### config.mk
export PLATFORM = sky130hd
export DESIGN_NAME = data_stack
export DESIGN_NICKNAME = d
export VERILOG_FILES = /design/src/rtl/stack_pkg.sv /design/src/rtl/stack_regfile.sv /design/src/rtl/data_stack.sv
export SDC_FILE = /design/constraint.sdc
export NUM_CORES = 1
export LEC_CHECK = 0
export CORE_AREA = 10 10 250 372
export DETAILED_ROUTE_END_ITERATION = 6
export DIE_AREA = 0 0 260 382
export PLACE_DENSITY = 0.53
export SYNTH_ARGS = -nofsm -noshare
export SYNTH_HDL_FRONTEND = slang
export SYNTH_SLANG_ARGS = --single-unit
### constraint.sdc
create_clock -name clk -period 6.9 [get_ports clk]
set_input_delay 1.035 -clock clk [delete_from_list [all_inputs] [get_ports clk]]
set_output_delay 1.035 -clock clk [all_outputs]
set_load 0.02 [all_outputs]
### src/rtl/stack_pkg.sv
// stack_pkg: shared sizes and the control FSM's stack opcode encoding.
package stack_pkg;
   localparam int STACK_WIDTH = 16;
   localparam int STACK_DEPTH = 32;
   localparam int STACK_CNT_W = $clog2(STACK_DEPTH) + 1;
   typedef enum logic [3:0] {
      OP_NOP, OP_PUSH, OP_PUSH_I, OP_PUSH_T, OP_POP,
      OP_ADD, OP_SUB, OP_AND, OP_OR, OP_XOR, OP_NOT,
      OP_JMP, OP_JZ, OP_CALL, OP_RET
   } stack_op_e;
   function automatic logic op_pushes(stack_op_e op);
      return op inside {OP_PUSH, OP_PUSH_I, OP_PUSH_T, OP_CALL};
   endfunction
endpackage

### src/rtl/stack_regfile.sv
// stack_regfile: DEPTH x WIDTH storage, one synchronous write port, two asynchronous read ports.
module stack_regfile #(
   parameter int WIDTH = 16,
   parameter int DEPTH = 32,
   parameter int AW    = $clog2(DEPTH)
) (
   input  logic             clk,
   input  logic             we_i,
   input  logic [AW-1:0]    waddr_i,
   input  logic [WIDTH-1:0] wdata_i,
   input  logic [AW-1:0]    rd0_addr_i,
   input  logic [AW-1:0]    rd1_addr_i,
   output logic [WIDTH-1:0] rd0_data_o,
   output logic [WIDTH-1:0] rd1_data_o
);
   logic [WIDTH-1:0] mem_q [DEPTH];
   always_ff @(posedge clk)
      if (we_i) mem_q[waddr_i] <= wdata_i;
   assign rd0_data_o = mem_q[rd0_addr_i];
   assign rd1_data_o = mem_q[rd1_addr_i];
endmodule

### src/rtl/data_stack.sv
// data_stack: operand LIFO with a registered pop output, top/next views and sticky error flags.
module data_stack
   import stack_pkg::*;
#(
   parameter int WIDTH = STACK_WIDTH,
   parameter int DEPTH = STACK_DEPTH,
   parameter int CNT_W = STACK_CNT_W
) (
   input  logic             clk,
   input  logic             rst,
   input  logic             clear,
   input  logic             push,
   input  logic             pop,
   input  logic [WIDTH-1:0] data_in,
   output logic [WIDTH-1:0] data_out,
   output logic [WIDTH-1:0] tos,
   output logic [WIDTH-1:0] nos,
   output logic [CNT_W-1:0] count,
   output logic             empty,
   output logic             full,
   output logic             overflow,
   output logic             underflow
);
   localparam int AW = $clog2(DEPTH);
   logic [CNT_W-1:0] count_q, count_d;
   logic [WIDTH-1:0] data_out_q, data_out_d;
   logic             ovf_q, ovf_d, unf_q, unf_d;
   logic             pop_ok, push_ok, we;
   logic [AW-1:0]    top_addr, waddr;
   logic [WIDTH-1:0] rd0, rd1;
   assign empty    = count_q == '0;
   assign full     = count_q == CNT_W'(DEPTH);
   assign pop_ok   = pop && !empty;
   // A simultaneous pop frees the top slot, so a push into a full stack still lands.
   assign push_ok  = push && (!full || pop_ok);
   // Low address bits alone suffice: count==DEPTH wraps to index DEPTH-1 as intended.
   assign top_addr = count_q[AW-1:0] - AW'(1);
   assign waddr    = pop_ok ? top_addr : count_q[AW-1:0];
   assign we       = push_ok && !clear && !rst;
   always_comb begin
      count_d    = clear ? '0 :
                   (push_ok && !pop_ok) ? count_q + CNT_W'(1) :
                   (pop_ok && !push_ok) ? count_q - CNT_W'(1) : count_q;
      data_out_d = clear ? '0 : pop_ok ? rd0 : data_out_q;
      ovf_d      = !clear && (ovf_q || (push && full && !pop_ok));
      unf_d      = !clear && (unf_q || (pop && empty));
   end
   always_ff @(posedge clk or posedge rst) begin
      if (rst) begin
         count_q    <= '0;
         data_out_q <= '0;
         ovf_q      <= 1'b0;
         unf_q      <= 1'b0;
      end else begin
         count_q    <= count_d;
         data_out_q <= data_out_d;
         ovf_q      <= ovf_d;
         unf_q      <= unf_d;
      end
   end
   stack_regfile #(.WIDTH(WIDTH), .DEPTH(DEPTH), .AW(AW)) u_regfile (
      .clk        (clk),
      .we_i       (we),
      .waddr_i    (waddr),
      .wdata_i    (data_in),
      .rd0_addr_i (top_addr),
      .rd1_addr_i (top_addr - AW'(1)),
      .rd0_data_o (rd0),
      .rd1_data_o (rd1)
   );
   assign data_out  = data_out_q;
   assign count     = count_q;
   assign overflow  = ovf_q;
   assign underflow = unf_q;
   assign tos       = empty ? '0 : rd0;
   assign nos       = (count_q < CNT_W'(2)) ? '0 : rd1;
endmodule

==> results_dict.tcl, run 1 <==
set metrics [dict create \
    synth_area_sq_um 25650 \
    via_per_inst 5.354 \
    synth_compound_area_frac 0.03942 \
    synth_top_family_by_area "multiplexers" \
    ant_nets 0 \
    syn_inst 1398 \
    cts_resized 0 \
    routedWlPerCell_um 28.83 \
    n_antenna_cell 0 \
    ys_seq_elements 536 \
    drt_first_iter_violations 1278 \
    async_flop_share 0.04478 \
    tightestPinTransition_ps 1353 \
    placed_area_sq_um 28000 \
    crit_path_max_fanout 46 \
    grt_antenna_before_repair 4 \
    finalCritPeriodShare 0.8368 \
    synth.area.mux_share 0.2601 \
    drc 0 \
    setup_viol 0 \
    firstDrtPassIters 5 \
    rows 132 \
    synthAdderAreaFrac 0.003707 \
    synthesis.nets 1426 \
    insertion_delay_ps 590 \
    rsz0062_at_grt "false" \
    wl_um 76980 \
    die_area_sq_um 99320 \
    hpwlAfterDp_um 52150 \
    clkSlewWorstSetupHoldPaths_ps 70 \
    grt_pass1_vias 14740 \
    clock_path_buffers 3 \
    num_vias 14300 \
    design_area_sq_um 29560 \
    yosysWarnings 0 \
    crit_arrival_ps 4740 \
    yosys.area_share.simple 0.04234 \
    grt_pass1_wl_um 109400 \
    hp-start "data_out[11]" \
    mostFrequentLayoutCells "edfxtp_1 (512), mux4_2 (240), nand2_1 (98), mux2i_1 (84), clkdlybuf4s50_1 (77)" \
    clkSinkCount 536 \
    slew_violations 0 \
    post_cts_buffers 0 \
    htree_levels 2 \
    synth_edf_count 512 \
    relSlewSlack 0.09478 \
    tritoncts "done" \
    min_path_type "reg -> reg" \
    min_period_ps 5774 \
    synth_top_area_share 0.5994 \
    reg2reg_from "count[0]" \
    syn_to_final_growth_pct 15.25 \
    cts_made_buffers 48 \
    syn_avg_cell_area_sq_um 18.35 \
    ctsHoldBuffers 0 \
    status "complete, no violations" \
    hold_violations 0 \
    ios 79 \
    start_util 0.2981 \
    endpoint_kind "output port" \
    fmax_mhz 173.2 \
    fillers 8027 \
    fin_skew_ps 17.82 \
    synth_cell_type_count 59 \
    critical_path_class "reg -> out" \
    coreArea_sq_um 86050 \
    seq_area_frac_synth 0.6229 \
    cp.required_ps 5860 \
    fin_setup_tns_ps 0 \
    layout_commonest_cell "edfxtp_1" \
    clockRootBuffer "clkbuf_16" \
    numPortBuffers 78 \
    nets 1525 \
    synth_area_leaders "edfxtp_1 (60%), mux4_2 (21%), mux2i_1 (3.3%), dfrtp_1 (2.3%), nand2_1 (1.4%)" \
    grt_max_degree 120 \
    place_congestion 0.8435 \
    die_h_um 382 \
    fin_cells 2670 \
    yosys.area.top_type "edfxtp_1" \
    maxCapViolations 0 \
    critPathLaunchType "flop" \
    place_inst 2586 \
    synthXorXnorAreaFrac 0.006830 \
    die_w_um 260 \
    drive_above_1_share 0.2998 \
    grt_overflow 0 \
    track_usage 0.1521 \
    startpoint "count[0]" \
    ys.flop_type "edfxtp_1" \
]
==> per-stage QoR <==
step / hold slack (ps) / util / setup WS (ps)
floorplan: 594.0 / - / 2521
global placement: 504.5 / 0.3255 / 1753
detailed placement: 505.9 / 0.3255 / 1755
CTS: 524.6 / 0.3435 / 1107
global route: 562.4 / 0.3435 / 920.2
finish: 521.7 / 0.3435 / 1126
==> logic make-up after synthesis <==
| logic type | Yosys count |
|---|---|
| mux | 351 |
| fa+ha+maj | 7 |
| xor+xnor | 14 |
| compound gates | 135 |
| buf+inv | 110 |
| simple gates | 245 |
| flops | 536 |
==> final cells by class <==
cell class | instances | area [sq um] | area share
tap | 1139 | 1425 | 0.04821
sequential | 536 | 15980 | 0.5406
timing repair buffer | 149 | 1384 | 0.04681
inverter | 10 | 37.54 | 0.001270
multi-input combinational | 752 | 9179 | 0.3105
clock inverter | 29 | 306.5 | 0.01037
clock buffer | 55 | 1249 | 0.04224
==> per-layer routing <==
layer	vias up	GRT usage	wire length (um)
met2	537	0.2717	40540
met5	-	0	52
met1	7613	0.1729	28050
met3	122	0.01732	3813
li1	6015	-	-
met4	8	0.08756	4524
==> synth_stat cells, types with 2 or more instances <==
| master | instances |
|---|---|
| mux2i_1 | 84 |
| mux4_1 | 8 |
| nand3b_1 | 9 |
| and2_1 | 2 |
| a21oi_1 | 25 |
| nor3_1 | 5 |
| nand2_1 | 98 |
| edfxtp_1 | 512 |
| o21ai_1 | 15 |
| nor2_1 | 85 |
| buf_4 | 15 |
| a211oi_2 | 5 |
| inv_1 | 9 |
| xnor2_1 | 6 |
| ha_1 | 6 |
| a221o_1 | 2 |
| a32oi_1 | 15 |
| xor2_1 | 4 |
| nand2b_1 | 2 |
| a22oi_1 | 2 |
| xnor2_4 | 2 |
| buf_1 | 6 |
| mux4_2 | 240 |
| nor2b_1 | 16 |
| o221ai_2 | 3 |
| buf_2 | 45 |
| clkbuf_1 | 20 |
| nand3_1 | 20 |
| o22ai_1 | 2 |
| o21ai_0 | 3 |
| a31oi_2 | 2 |
| mux2_2 | 19 |
| dfrtp_1 | 24 |
| o211ai_1 | 16 |
| a211oi_1 | 18 |
| a211o_1 | 15 |
| a21o_1 | 4 |
| or3_1 | 2 |
| buf_6 | 12 |
==> registers in the layout (all words and copies together) (netlist names) <==
register         count
count                6
data_out            16
overflow             1
u_regfile.mem_q    512
underflow            1
==> path summary, 6_finish.rpt <==
check | endpoint | slack [ps] | depth (start not counted)
max | nos[10] | 1130 | 8
min | data_out[11] | 520 | 2
max reg2reg | u_regfile.mem_q[26][14] | 2360 | 8
min reg2reg | data_out[11] | 520 | 2
max in group asynchronous | count[0] | 5100 | 2
min in group asynchronous | underflow | 1070 | 2
==> critical path, stage by stage, from the launching register on <==
cell and delay, ps:
dfrtp_4 760, buf_4 640, a31oi_2 270, xnor2_4 570
buf_12 300, a211oi_1 130, a211o_1 370, a21oi_1 350
clkdlybuf4s50_1 690
Power of run 1 is not shown: default switching activity piles up to over one toggle a cycle in this logic, so the estimate is an artifact.
==> run 2: changes to the inputs <==
PLACE_DENSITY = 0.54   (was 0.53)
clock period = 4.8 ns   (was 6.9 ns; I/O delays follow)
==> run 2 against run 1 <==
The run now ends with negative setup slack left. Via count increased by 2.2%. Sequential cell count unchanged. Global-route usage decreased by 0.076 points. Clock-buffer cell count increased by 1. Clock skew increased by 8.8 ps. Hold slack got worse by 0.69 ps. Final area increased by 2.3%. Critical path type unchanged. Critical endpoint is now nos[4].
==> results_dict.tcl, run 2 (synthesis gave the netlist of run 1 again) <==
set metrics [dict create \
    status "complete, but fails checks" \
    failed_checks "negative setup slack" \
    clkSinkCount 536 \
    hpwlAfterDp_um 52110 \
    min_path_type "reg -> reg" \
    clkSlewWorstSetupHoldPaths_ps 70 \
    hold_violations 0 \
    grt_pass1_vias 15460 \
    ctsHoldBuffers 0 \
    layout_commonest_cell "edfxtp_1" \
    die_h_um 382 \
    relSlewSlack 0.1345 \
    via_per_inst 5.354 \
    start_util 0.2981 \
    tightestPinTransition_ps 1294 \
    ios 79 \
    placed_area_sq_um 28340 \
    die_area_sq_um 99320 \
    fmax_mhz 206.9 \
    rsz0062_at_grt "true" \
    fin_setup_tns_ps -32.11 \
    crit_arrival_ps 4110 \
    design_area_sq_um 30250 \
    setup_viol 1 \
    mostFrequentLayoutCells "edfxtp_1 (512), mux4_2 (240), buf_4 (108), nand2_1 (98), mux2i_1 (79)" \
    clock_path_buffers 3 \
    fin_ws_ps -32.11 \
    largest-register "u_regfile.mem_q" \
    numPortBuffers 78 \
    maxCapViolations 0 \
    firstDrtPassIters 5 \
    track_usage 0.1514 \
    grt_pass1_wl_um 110400 \
    wl_um 76890 \
    critPathLaunchType "flop" \
    syn_to_final_growth_pct 17.93 \
    cts_made_buffers 48 \
    largest_register_ffs 512 \
    grt_overflow 0 \
    finalCritPeriodShare 1.007 \
    cp.required_ps 4080 \
    htree_levels 2 \
    grt_max_degree 81 \
    routedWlPerCell_um 28.17 \
    place_congestion 0.8473 \
    nets 1580 \
    grt_antenna_before_repair 5 \
    rows 132 \
    die_w_um 260 \
    min_period_ps 4832 \
    ant_nets 0 \
    fin_skew_ps 26.59 \
    clockRootBuffer "clkbuf_16" \
    drive_above_1_share 0.3323 \
    coreArea_sq_um 86050 \
    slew_violations 0 \
    crit_path_max_fanout 80 \
    drc 0 \
    critical_path_class "reg -> out" \
    pre_cts_ws_ps 376.4 \
    tritoncts "done" \
    num_vias 14610 \
    insertion_delay_ps 590 \
    drt_first_iter_violations 1155 \
    endpoint_kind "output port" \
]
-- run 2: area by class of cell --
cell class | count | area, sq um
Multi-Input combinational cell | 752 | 9253
Sequential cell | 536 | 15980
Clock inverter | 31 | 356.6
Timing Repair Buffer | 204 | 1939
Antenna cell | 1 | 2.502
Clock buffer | 56 | 1252
Tap cell | 1139 | 1425
Fill cell | 8021 | 55800
Inverter | 10 | 37.54
-- run 2: repair_timing --
item                                    CTS  global route
endpoints found under the setup margin   25            21
pin swaps                                 1             1
setup buffers                             7             8
gates resized for setup                  20            12
gates cloned                              0             1
-- run 2: metal layers --
metal,part of all wire,wire length [um],vias to the layer above,global-route usage
li1,-,-,6137,-
met1,0.36,27850,7821,0.1679
met2,0.54,41200,503,0.2801
met3,0.048,3660,143,0.01528
met4,0.054,4130,8,0.07909
met5,0.00057,44,-,0
-- run 2: critical path: stages, from the launching register on --
cell and delay, ps:
dfrtp_4 470, buf_4 290, buf_16 470, mux4_2 590
mux2_2 290, o211ai_1 500, a21oi_1 220, clkdlybuf4s50_1 600
-- run 2: final timing paths --
kind                           start  slack [ps]                     end  cells past startpoint
max                         count[0]         -30                  nos[4]                      7
max in group asynchronous        rst        3340                count[0]                      2
min reg2reg                underflow         520               underflow                      2
max reg2reg                 count[3]        1150  u_regfile.mem_q[26][5]                      8
min                        underflow         520               underflow                      2
min in group asynchronous        rst         730               underflow                      2
-- run 2: per-stage QoR --
step | util | std cells | hold WS (ps)
floorplan | - | 1398 | 594.0
global placement | 0.3293 | 2625 | 485.7
detailed placement | 0.3293 | 2625 | 491.4
CTS | 0.3499 | 2719 | 506.2
global route | 0.3515 | 2728 | 546.1
finish | 0.3515 | 2729 | 521.0
Power of run 2 is left out for the same reason.
==> run 3: changes to the inputs <==
CORE_AREA = 2 2 242 364   (was 10 10 250 372)
CTS_CLUSTER_DIAMETER = 50   (was default)
DIE_AREA = 0 0 244 366   (was 0 0 260 382)
==> run 3 against run 2 <==
The flow now finishes without violations. First-iteration DRC count increased by 8.2%. Register-to-register slack got worse by 20 ps. Via count about the same. Hold slack got worse by 4.4 ps. Worst setup slack improved by 110 ps. Core utilization about the same. Global-route usage increased by 1.5 points.
==> results_dict.tcl, run 3 (synthesis gave the netlist of run 1 again) <==
set metrics [dict create \
    design_area_sq_um 30250 \
    tritoncts "done" \
    setup_viol 0 \
    slew_violations 0 \
    place_congestion 0.8640 \
    ant_nets 0 \
    cts_made_buffers 49 \
    grt_overflow 0 \
    clkSlewWorstSetupHoldPaths_ps 70 \
    rows 132 \
    coreArea_sq_um 86050 \
    via_per_inst 5.381 \
    critPathLaunchType "flop" \
    grt_pass1_vias 14890 \
    track_usage 0.1660 \
    clock_path_buffers 3 \
    clockRootBuffer "clkbuf_16" \
    drive_above_1_share 0.3369 \
    fmax_mhz 211.7 \
    reg2reg_from "count[1]" \
    layout_commonest_cell "edfxtp_1" \
    ios 79 \
    syn_to_final_growth_pct 17.93 \
    nets 1571 \
    mostFrequentLayoutCells "edfxtp_1 (512), mux4_2 (240), nand2_1 (98), buf_4 (92), mux2i_1 (76)" \
    start_util 0.2981 \
    crit_path_max_fanout 30 \
    cp.required_ps 4080 \
    largest_register_ffs 512 \
    routedWlPerCell_um 27.90 \
    place_inst 2624 \
    wl_um 75840 \
    relSlewSlack 0.1921 \
    min_path_type "reg -> reg" \
    hpwlAfterDp_um 50700 \
    critical_path_class "reg -> out" \
    drc 0 \
    status "complete, no violations" \
    fin_skew_ps 13.90 \
    htree_levels 2 \
    largest-register "u_regfile.mem_q" \
    numPortBuffers 78 \
    tightestPinTransition_ps 1208 \
    min_period_ps 4724 \
    num_vias 14630 \
    n_antenna_cell 0 \
    maxCapViolations 0 \
    hold_violations 0 \
    grt_antenna_before_repair 7 \
    drt_first_iter_violations 1250 \
    die_h_um 366 \
    placed_area_sq_um 28450 \
    firstDrtPassIters 5 \
    grt_max_degree 100 \
    grt_pass1_wl_um 107100 \
    endpoint_kind "output port" \
    crit_arrival_ps 4000 \
    insertion_delay_ps 590 \
    die_w_um 244 \
    hp-start "underflow" \
    die_area_sq_um 89300 \
    finalCritPeriodShare 0.9842 \
    fin_cells 2718 \
    startpoint "count[2]" \
    clkSinkCount 536 \
]
-- run 3: cell types whose count changed in the layout (fill, tap and decap cells not counted), sizes merged --
| cell | change |
|---|---|
| buf | -11 |
| bufinv | -4 |
| inv | +3 |
| clkinvlp | +2 |
| bufbuf | +1 |
| clkbuf | -1 |
| diode | -1 |
| dlygate4sd2 | -1 |
| dlymetal6s2s | +1 |
-- run 3: critical path, stage by stage, from the launching register on --
cell             delay (ps)
dfrtp_1                 670
buf_4                   280
xnor2_4                 150
buf_12                  270
mux4_2                  550
mux2i_2                 380
a32oi_1                 200
nand2_1                 270
nor2_1                   70
clkdlybuf4s50_1         540
-- run 3: area by class of cell --
class | instances | area [sq um]
clock buffers | 55 | 1249
inverters | 10 | 37.54
clock inverters | 32 | 291.5
repair buffers | 194 | 1973
fillers | 8029 | 55800
flip-flops and latches | 536 | 15980
well taps | 1139 | 1425
multi-input cells | 752 | 9291
-- run 3: through the flow --
stage / setup slack, ps / util / TNS (ps) / hold WS, ps
finish: 75.95 / 0.3515 / 0 / 516.6
global route: -9.236 / 0.3515 / -9.236 / 548.8
CTS: 7.340 / 0.3502 / 0 / 509.4
detailed placement: 272.5 / 0.3307 / 0 / 492.6
global placement: 337.1 / 0.3307 / 0 / 488.7
floorplan: 735.8 / - / 0 / 594.0
-- run 3: per-layer routing --
| layer | GRT usage | up-vias | wire length [um] |
|---|---|---|---|
| met2 | 0.3052 | 556 | 40670 |
| li1 | - | 6122 | - |
| met3 | 0.02022 | 155 | 3924 |
| met1 | 0.1868 | 7782 | 26980 |
| met4 | 0.08607 | 10 | 4195 |
| met5 | 0 | - | 60 |
-- run 3: worst paths after layout --
path                                              end  slack [ps]  cells past startpoint
worst max-delay path                          tos[14]          80                      9
worst min-delay path                        underflow         520                      2
worst max register to register  u_regfile.mem_q[4][5]        1130                      9
worst min register to register              underflow         520                      2
max in group asynchronous                    count[0]        3420                      2
min in group asynchronous                    overflow         690                      2
-- run 3: what timing repair did --
action,4_1_cts,5_1_grt
setup buffers,3,2
endpoints found under the setup margin,32,22
pin swaps,1,1
gates resized for setup,20,16
hold buffers,0,0
cloned,1,1
Power of run 3 is left out for the same reason.
==> RTL change 1, RTL diff (flow settings as in run 2) <==
Set the package constant `STACK_DEPTH` to 16 (it was 32).
--- a/src/rtl/stack_pkg.sv
+++ b/src/rtl/stack_pkg.sv
@@ -3,3 +3,3 @@
    localparam int STACK_WIDTH = 16;
-   localparam int STACK_DEPTH = 32;
+   localparam int STACK_DEPTH = 16;
    localparam int STACK_CNT_W = $clog2(STACK_DEPTH) + 1;
Interface: changed (resized count); port bits go from 79 to 78. No check against the original RTL was run, so the function may have changed too.
==> RTL change 1 against run 2 <==
Worst setup slack better by 250 ps. Final area decreased by 45%. Sequential cell count down 257. Largest cell class unchanged. Area after synthesis fell by 48%. Utilization fell by 16 points. Highest routed layer unchanged. Wire length decreased by 50%.
==> RTL change 1: results (changes against run 2) <==
Synthesis
  – Ranking of synthesized cells by instance count: edfxtp_1 (256), mux4_2 (128), a211oi_1 (42)
  – Ranking of synthesized cells by area: edfxtp_1 (57%), mux4_2 (21%), dfrtp_1 (4.3%)
  – Cell variety after synth: 50 (-15%)
  – Post-synthesis xor/xnor area fraction: 0.567% (-0.12 points)
  – Adder-Cell Fraction of Synth Area: 0.799% (+0.43 points)
  – Synth Area in Compound Gates: 5.45% (+1.5 points)
  – Sequential area share after synthesis: 61.4% (-0.90 points)
  – Mapped Nets: 787 (-45%)
  – Gate Count Post-Synth: 758 (-46%)
  – Post-synth ARST share: 8.24% (+3.8 points)
  – Mux contribution to synthesized area: 25.0% (-0.97 points)
  – Post-synth EDFFs: 256 (-50%)

Layout
  – Number of flip-flops in the largest register: 256 (-50%)
  – Layout cells sized above 1: 31.9% (-1.3 points)
  – Fillers: 9051 (+13%)
  – Nets: 887 (-44%)
  – Diodes inserted: 0 (-1)
  – Finished Layout Cells: 2014 (-26%)
  – Synthesis-to-layout area growth: 24.6%

Critical path
  – Worst endpoint data arrival time: 3870 ps (-240 ps)
  – R2R setup slack: 1360 ps (+210 ps)
  – CP Max Fanout: 16 (-80%)
  – CP peak stage delay: 570 ps (-30 ps)

Status
  – Status: finished clean

Drt
  – Via count: 7719 (-47%)
  – Detailed Routing Iterations Pass 1: 5 (unchanged)
  – Initial DRC count: 516 (-55%)
  – Drt wl/cell: 18.9 µm (-33%)

Clock tree
  – Cts bufs inserted: 25 (-48%)
  – H-Tree Depth: 1 (-1)
  – Worst skew pair latency: 540 ps (-50 ps)

Global routing
  – Met2 GRT Util: 13.6% (-14 points)
  – First-pass GRT wire length: 56.2 mm (-49%)
  – Met3 GRT Util: 1.21% (-0.32 points)
  – Largest net degree at the start of global routing: 101 (+25%)
  – Number of global-route vias before repair: 8259 (-47%)
  – Total GRT Usage: 7.51% (-7.6 points)
  – Initial antenna violation count: 3 (-2)
  – Met1 Usage GRT: 8.73% (-8.1 points)

STA
  – Skew final: 13.5 ps (-13.1 ps)
  – Worst-Margin Slew: 1120 ps (-171 ps)
  – Hold slack final: 497 ps (-24.0 ps)

Pwr
  – P_sw: 4.71 mW

Place
  – Dpl cell area: 15900 µm² (-44%)
  – Placed insts: 1964 (-25%)
  – Input/output buffers: 77 (-1.3%)
  – DP Worst Slack: 240 ps (-137 ps)
  – Dpl hpwl: 26.0 mm (-50%)
  – Routability cong.: 0.732 (-14%)
==> RTL change 1: per-layer routing <==
layer | share of wire (%) | routed length (µm) | up-vias
met5 | 0.12 | 44 | -
li1 | - | - | 3340
met1 | 40 | 15100 | 4097
met2 | 53 | 20000 | 213
met3 | 5.1 | 1930 | 63
met4 | 2.8 | 1070 | 6
==> RTL change 1: power by group through the flow <==
stage	Combinational, mW	Sequential [mW]	Clock [mW]
2_1_floorplan	3.88	3.02	0
3_3_place_gp	6.66	2.94	0
3_5_place_dp	6.67	2.95	0
4_1_cts	6.76	2.89	2.13
5_1_grt	7.14	2.91	2.22
6_report	6.63	2.89	2.07
==> RTL change 1: worst max-delay path: cells and delay by family, from the launching register on <==
kind / cells / cell delay [ps]
buffers and inverters: 5 / 1540
muxes: 1 / 380
xor gates and xnor gates: 1 / 180
AOI/OAI and AO/OA: 1 / 200
and+or+nand+nor: 1 / 90
DFF: 1 / 510
adders and majority gates: 1 / 400
==> RTL change 1: cells by family after synthesis <==
kind of cell / count (synthesis)
muxes: 175
DFF: 279
adders and majority gates: 8
and+or+nand+nor: 117
buffers and inverters: 64
xor gates and xnor gates: 7
AOI/OAI and AO/OA: 108
==> RTL change 1: final cells by class <==
cell class	instances	share of cell area, %
clock buffer	27	3.77
clock inverter	17	1.13
inverter	5	0.112
multi-input combinational	415	29.6
sequential	279	49.3
tap	1139	8.50
timing repair buffer	132	7.56
==> RTL change 1: repair_timing <==
item / in CTS / in global routing
resized for setup: 1 / 3
pin swaps: 2 / 1
hold buffers: 0 / 0
cloned: 0 / 0
endpoints found under the hold margin: 0 / 0
setup endpoints to repair: 24 / 9
buffers inserted: 5 / 1
==> RTL change 1: path summary, 6_finish.rpt <==
kind	from	to	depth (start not counted)
max	count[0]	tos[12]	10
min	overflow	overflow	2
min in group asynchronous	rst	data_out[3]	2
min reg2reg	overflow	overflow	2
max in group asynchronous	rst	count[0]	2
max reg2reg	count[0]	u_regfile.mem_q[2][9]	9
==> RTL change 2, RTL diff (settings of run 2) <==
Without the edit above. Put one more register stage on the output `count`, with the module's reset. The value now appears one clock later. The other outputs are not delayed to match.
--- a/src/rtl/data_stack.sv
+++ b/src/rtl/data_stack.sv
@@ -71,3 +71,9 @@
    assign data_out  = data_out_q;
-   assign count     = count_q;
+   always_ff @(posedge clk or posedge rst) begin
+      if (rst) begin
+         count <= '0;
+      end else begin
+         count <= count_q;
+      end
+   end
    assign overflow  = ovf_q;
Function: changed (a bounded check fails within 4 cycles, from zero or initial values and one cycle with rst high).
==> RTL change 2 against run 2 <==
Maximum frequency rose by 0.98%. Final area rose by 1.2%. Area after synthesis is 0.31% higher. Wire length rose by 5.0%. Count of clock-buffer cells in the layout is 1 higher. Sequential cell count rose by 6. Via count grew 5.2%. Worst setup slack improved by 47 ps. Critical path type unchanged.
Power is not shown: default switching activity piles up to over one toggle a cycle in this logic, so the estimate is an artifact.
==> RTL change 2: results (changes against run 2) <==
Status
  – Status: finished clean

Critical path
  – R2r endpoint: u_regfile.mem_q[21][7]
  – CP Max Fanout: 11 (-86%)
  – CP peak stage delay: 520 ps (-80 ps)
  – Path depth of the worst reg2reg path: 10 (+2)
  – R2R setup slack: 920 ps (-230 ps)
  – Critical Path Sink: tos[3]

STA
  – Worst-Margin Slew: 1230 ps (-66.5 ps)
  – Final period util: 99.7% (-0.97 points)
  – Skew final: 24.4 ps (-2.22 ps)

Synthesis
  – Adder-Cell Fraction of Synth Area: 0.370% (-0.0011 points)
  – Post-synthesis xor/xnor area fraction: 0.715% (+0.032 points)
  – Gate Count Post-Synth: 1528 (+9.3%)
  – Post-synth ARST share: 5.54% (+1.1 points)
  – Sequential area share after synthesis: 62.7% (+0.39 points)
  – Ranking of synthesized cells by area: edfxtp_1 (60%), mux4_2 (20%), mux2i_1 (4.0%)

Place
  – Routability cong.: 0.843 (-0.46%)
  – Placed insts: 2744 (+4.5%)
  – Dpl cell area: 28700 µm² (+1.2%)
  – Dpl hpwl: 54.7 mm (+5.0%)
  – DP Worst Slack: 42.3 ps (-334 ps)

Layout
  – Diodes inserted: 0 (-1)
  – Nets: 1699 (+7.5%)
  – Layout cells sized above 1: 29.1% (-4.1 points)
  – Fillers: 8027 (+0.075%)

Global routing
  – Initial antenna violation count: 0 (-5)
  – Met3 GRT Util: 2.31% (+0.78 points)
  – Met2 GRT Util: 29.0% (+0.97 points)
  – Number of global-route vias before repair: 15.8k (+2.4%)
  – Met1 Usage GRT: 18.2% (+1.4 points)
  – First-pass GRT wire length: 115 mm (+4.3%)

Clock tree
  – Postcts setup bufs: 11 (+4)
  – Post_cts resized: 37 (+85%)
  – Worst skew pair latency: 610 ps (+20 ps)
  – Cts bufs inserted: 51 (+6.3%)

Drt
  – Detailed Routing Iterations Pass 1: 6 (+1)
  – Initial DRC count: 1256 (+8.7%)

Worst hold path
  – Worst hold path class: in -> async
[RTL change 2: cell types whose count changed after synthesis, moves of 11 or more]
| cell | run 2 | this run |
|---|---|---|
| a32oi_1 | 15 | 0 |
| mux2i_1 | 84 | 102 |
| mux4_2 | 240 | 225 |
| nand2_1 | 98 | 179 |
| nand3_1 | 20 | 87 |
| nor2b_1 | 16 | 3 |
| nor3_1 | 5 | 17 |
| o211ai_1 | 16 | 5 |
| o21ai_1 | 15 | 2 |
[RTL change 2: final cells by class]
cell class	instances	area, µm²	share of cell area [%]
sequential	542	16100	52.7
multi-input combinational	867	9220	30.1
timing repair buffer	202	2160	7.05
tap	1139	1430	4.66
clock buffer	57	1300	4.24
clock inverter	38	353	1.15
inverter	7	26.3	0.0858
[RTL change 2: routing by layer]
layer / vias to the layer above / wire length (µm)
met5: - / 0
met4: 0 / 3520
met3: 142 / 4890
met2: 619 / 43000
met1: 8148 / 29400
li1: 6459 / -
